===== config.mk =====
export PLATFORM = sky130hd
export DESIGN_NAME = dfr_pipe
export DESIGN_NICKNAME = d
export VERILOG_FILES = /design/src/rtl/dfr_pipe.sv
export SDC_FILE = /design/constraint.sdc
export NUM_CORES = 1
export LEC_CHECK = 0
export CELL_PAD_IN_SITES_DETAIL_PLACEMENT = 0
export CELL_PAD_IN_SITES_GLOBAL_PLACEMENT = 1
export CORE_MARGIN = 2
export CORE_UTILIZATION = 37
export CTS_CLUSTER_DIAMETER = 30
export DETAILED_ROUTE_END_ITERATION = 8
export PLACE_DENSITY_LB_ADDON = 0.1
export SYNTH_ARGS = -nofsm -noshare
export SYNTH_HDL_FRONTEND = slang
export SYNTH_SLANG_ARGS = --single-unit

===== constraint.sdc =====
create_clock -name clk -period 1.7 [get_ports clk]
set_clock_uncertainty 0.05 [all_clocks]
set_input_delay 0.255 -clock clk [delete_from_list [all_inputs] [get_ports clk]]
set_output_delay 0.255 -clock clk [all_outputs]
set_load 0.02 [all_outputs]

===== src/rtl/dfr_pipe.sv =====
// dfr_pipe: WIDTH x DEPTH valid/ready register pipeline
// with bubble collapsing, synchronous flush and occupancy count.
module dfr_pipe #(
  parameter int              WIDTH     = 8,
  parameter int              DEPTH     = 3,
  parameter logic [WIDTH-1:0] RESET_VAL = '0
) (
  input  logic                       clk,
  input  logic                       reset,
  input  logic                       flush,
  input  logic [WIDTH-1:0]           in_data,
  input  logic                       in_valid,
  output logic                       in_ready,
  output logic [WIDTH-1:0]           out_data,
  output logic                       out_valid,
  input  logic                       out_ready,
  output logic [$clog2(DEPTH+1)-1:0] count
);

  localparam int CW = $clog2(DEPTH+1);

  logic [DEPTH-1:0] v;
  logic [DEPTH-1:0] rdy;
  logic [WIDTH-1:0] d [DEPTH];
  logic [CW-1:0]    cnt_q;
  logic             push;
  logic             pop;

  // Ready ripples from the output end; an empty stage always accepts.
  always_comb begin
    logic r;
    r = ~v[DEPTH-1] | out_ready;
    rdy = '0;
    rdy[DEPTH-1] = r;
    for (int k = DEPTH - 2; k >= 0; k--) begin
      r = ~v[k] | r;
      rdy[k] = r;
    end
  end

  assign in_ready  = rdy[0] & ~flush;
  assign out_valid = v[DEPTH-1] & ~flush;
  assign out_data  = d[DEPTH-1];
  assign count     = cnt_q;
  assign push      = in_valid & in_ready;
  assign pop       = out_valid & out_ready;

  for (genvar k = 0; k < DEPTH; k++) begin : g_stg
    logic             uv;
    logic [WIDTH-1:0] ud;
    logic             vq;
    logic [WIDTH-1:0] dq;

    if (k == 0) begin : g_head
      assign uv = in_valid;
      assign ud = in_data;
    end else begin : g_link
      assign uv = v[k-1];
      assign ud = d[k-1];
    end

    always_ff @(posedge clk or posedge reset) begin
      if (reset) begin
        vq <= 1'b0;
        dq <= RESET_VAL;
      end else if (flush) begin
        vq <= 1'b0;
      end else if (rdy[k]) begin
        vq <= uv;
        if (uv) dq <= ud;
      end
    end

    assign v[k] = vq;
    assign d[k] = dq;
  end

  always_ff @(posedge clk or posedge reset) begin
    if (reset)      cnt_q <= '0;
    else if (flush) cnt_q <= '0;
    else            cnt_q <= cnt_q + CW'(push) - CW'(pop);
  end

endmodule


==> key figures <==
Critical path
  • Reg2reg path depth: 4
  • Crit path capture type: flip-flop
  • Crit start category: flip-flop
  • R2r startpoint: g_stg[2].vq
  • End of the critical path: out_data[6]
  • Critical R2R Capture: out_data[6]
  • Worst Setup SP: g_stg[2].vq
  • Critical path arrival: 1790 ps
  • Critical path class: flip-flop to flip-flop
  • Crit-path max FO: 8
  • Critical path data required time: 1860 ps
  • R2R setup slack: 70 ps

Cells and area
  • Antenna Cells: 0
  • Layout Nets: roughly 130
  • Area growth, synth to finish: 31.71%
  • Layout Cells excl Fill: 158
  • Layout cell share with drive strength beyond 1: 42.11%

Routing
  • Routed vias/inst: 4.576
  • Via count: approximately 720
  • Wire per inst: roughly 13 um
  • Drt initial violations: 9
  • Routed wire length: 2.078 mm
  • Residual DRC count: 0
  • Routed Antenna Nets: 0
  • DRT Pass-1 Iters: 3

Logic synthesis
  • Post-synth EDFFs: 0
  • Area contributors post-synth: dfrtp_1, mux2_2, mux2_4, buf_6, and2b_2
  • Ys flop type: dfrtp_1
  • Mapped Cells: 80
  • Most common cell in the netlist: dfrtp_1
  • Synth top cells by count: dfrtp_1, mux2_2, mux2_4, inv_1, nor2_1
  • Yosys cell types: 18
  • Syn Nets: 95
  • Synth async-reset ratio: 100.0%
  • Area leader, netlist: dfrtp_1
  • Synth Warn #: 0
  • Mapped Area: 0.001231 mm^2
  • Register bit total from synthesis: 29
  • Top-area cell type share of the netlist area: around three fifths
  • Avg Cell Area, Syn: roughly 15 um^2
  • Post-synthesis sequential area ratio: 58.94%

Clock network
  • CTS tree: yes
  • Max clock buf depth: 2
  • Hold Buf Count CTS: 0
  • # H-tree levels: 2
  • Clk root buf: clkbuf_4
  • Clock tree sinks: 29
  • CTS buffer count: 5
  • Worst skew pair latency: approximately 320 ps
  • Clock Pin Slew Worst Setup and Hold Paths: 90 ps

Timing
  • # setup viols final: 0
  • Post-layout minimum cycle time: 1629 ps
  • Slew HR: 76.20%
  • Period Utilization, post-route: 95.80%
  • Final Hold Violating Endpoints: 0
  • Worst-Margin Slew: 357.1 ps
  • Setup_tns: 0 ps
  • Peak Freq: 614.0 MHz
  • Fin. max-slew vios: 0

Placed design
  • Hpwl dp: 1.399 mm
  • # port buffers: 24
  • Gpl congestion: 0.6840
  • Placed cells: 149

Job
  • MaxCap Viol Count: 0

Floorplanning
  • I/O pins: 25
  • Chip width: 61.69 um
  • Initial Utilization: 39.68%
  • Core area: 0.003103 mm^2
  • Die area: around 0.0038 mm^2
  • Die Y: 61.69 um
  • Num rows: 20

Global routing
  • First-pass GRT wire length: 3.353 mm
  • Remaining Overflow, GRT: 0
  • Vias in the first global route: 717
  • Antenna violations before repair: 0
  • Overall Global Routing Usage: 13.13%
  • Largest net degree at the start of global routing: 30

Power and ir drop
  • Power Dens Cells: 1196 mW/mm^2
  • Leak Pwr: 0.0007660 uW
  • Peak VDD IR: 0.0006439 V

Worst hold path
  • WHS Path Cells: 3
  • Min-Delay Path Class: input pin to flip-flop

Run status
  • Status: finished clean
[worst min-delay path by stage]
stage | from | slack [ps] | to
after global routing | flush | 250 | g_stg[2].vq
after global placement | g_stg[0].dq[2] | 430 | g_stg[1].dq[2]
final | flush | 230 | g_stg[2].vq
after CTS | reset | 250 | g_stg[0].dq[3]
after detailed placement | g_stg[0].dq[1] | 440 | g_stg[1].dq[1]
after floorplan | reset | 280 | count[0]
[placed cells by master (no fill, tap or decap), drive strengths merged]
cell,count
a21oi,2
nand4b,1
clkdlybuf4s50,20
clkbuf,7
and2b,3
nor2b,1
dlymetal6s2s,2
buf,8
nand3b,1
or3b,1
inv,4
dfrtp,29
a211o,1
xnor2,1
nor2,4
mux2,24
ha,2
and2,1
xor2,1
dlygate4sd2,1
[registers in the layout, indices dropped and copies added (netlist names)]
register  cells
g_stg.dq     16
out_data      8
count         2
g_stg.vq      3
[layout make-up]
class                           count  area (um^2)
Timing Repair Buffer               31        291.5
Clock buffer                        7        55.05
Sequential cell                    29        725.7
Fill cell                         292         1481
Multi-Input combinational cell     43        479.2
Tap cell                           44        55.05
Inverter                            4        15.01
[power breakdown]
part | total (uW) | internal [uW] | switching, uW
logic | 581 | 357 | 224
clock network | 413 | 195 | 219
registers | 945 | 858 | 87.1
[logic make-up (layout without fill, tap and decap cells)]
family / Yosys count / after routing / synth area share (%)
xor+xnor: 2 / 2 / 1.423
simple gates: 12 / 12 / 7.216
mux: 24 / 24 / 24.39
buf+inv: 8 / 42 / 4.369
flops: 29 / 29 / 58.94
fa+ha+maj: 2 / 2 / 2.032
compound gates: 3 / 3 / 1.626
[worst max-delay path, cell delays in order (launching register included)]
cell and delay, ps:
dfrtp_1 400, buf_4 130, nor2b_4 120, or3b_4 470, mux2_4 330
[metal layers]
layer / wire length [um] / vias up / track usage, % / part of all wire [%]
met4: 47 / 0 / 10.03 / 2.3
met5: 0 / - / 0 / 0
met2: 937 / 19 / 19.40 / 45
met1: 956 / 362 / 15.14 / 46
li1: - / 337 / - / -
met3: 135 / 5 / 5.252 / 6.5
[metrics by stage]
stage	power (uW)	setup WS [ps]	hold slack, ps	util, %	cell area, um^2
6_report	1940	71.35	226.3	52.26	1622
3_5_place_dp	1539	-299.7	438.3	49.15	1525
3_3_place_gp	1523	-290.7	430.6	49.15	1525
4_1_cts	1962	37.77	245.5	50.73	1574
2_1_floorplan	1288	36.26	283.1	-	1231
5_1_grt	2052	-8.705	246.2	52.26	1622
[repair_timing]
action,4_1_cts,5_1_grt
setup buffers,0,2
endpoints found under the setup margin,2,2
resized for setup,5,6
pin swaps,1,4
cloned,0,0
No activity file was read; power rests on OpenSTA's default activity.
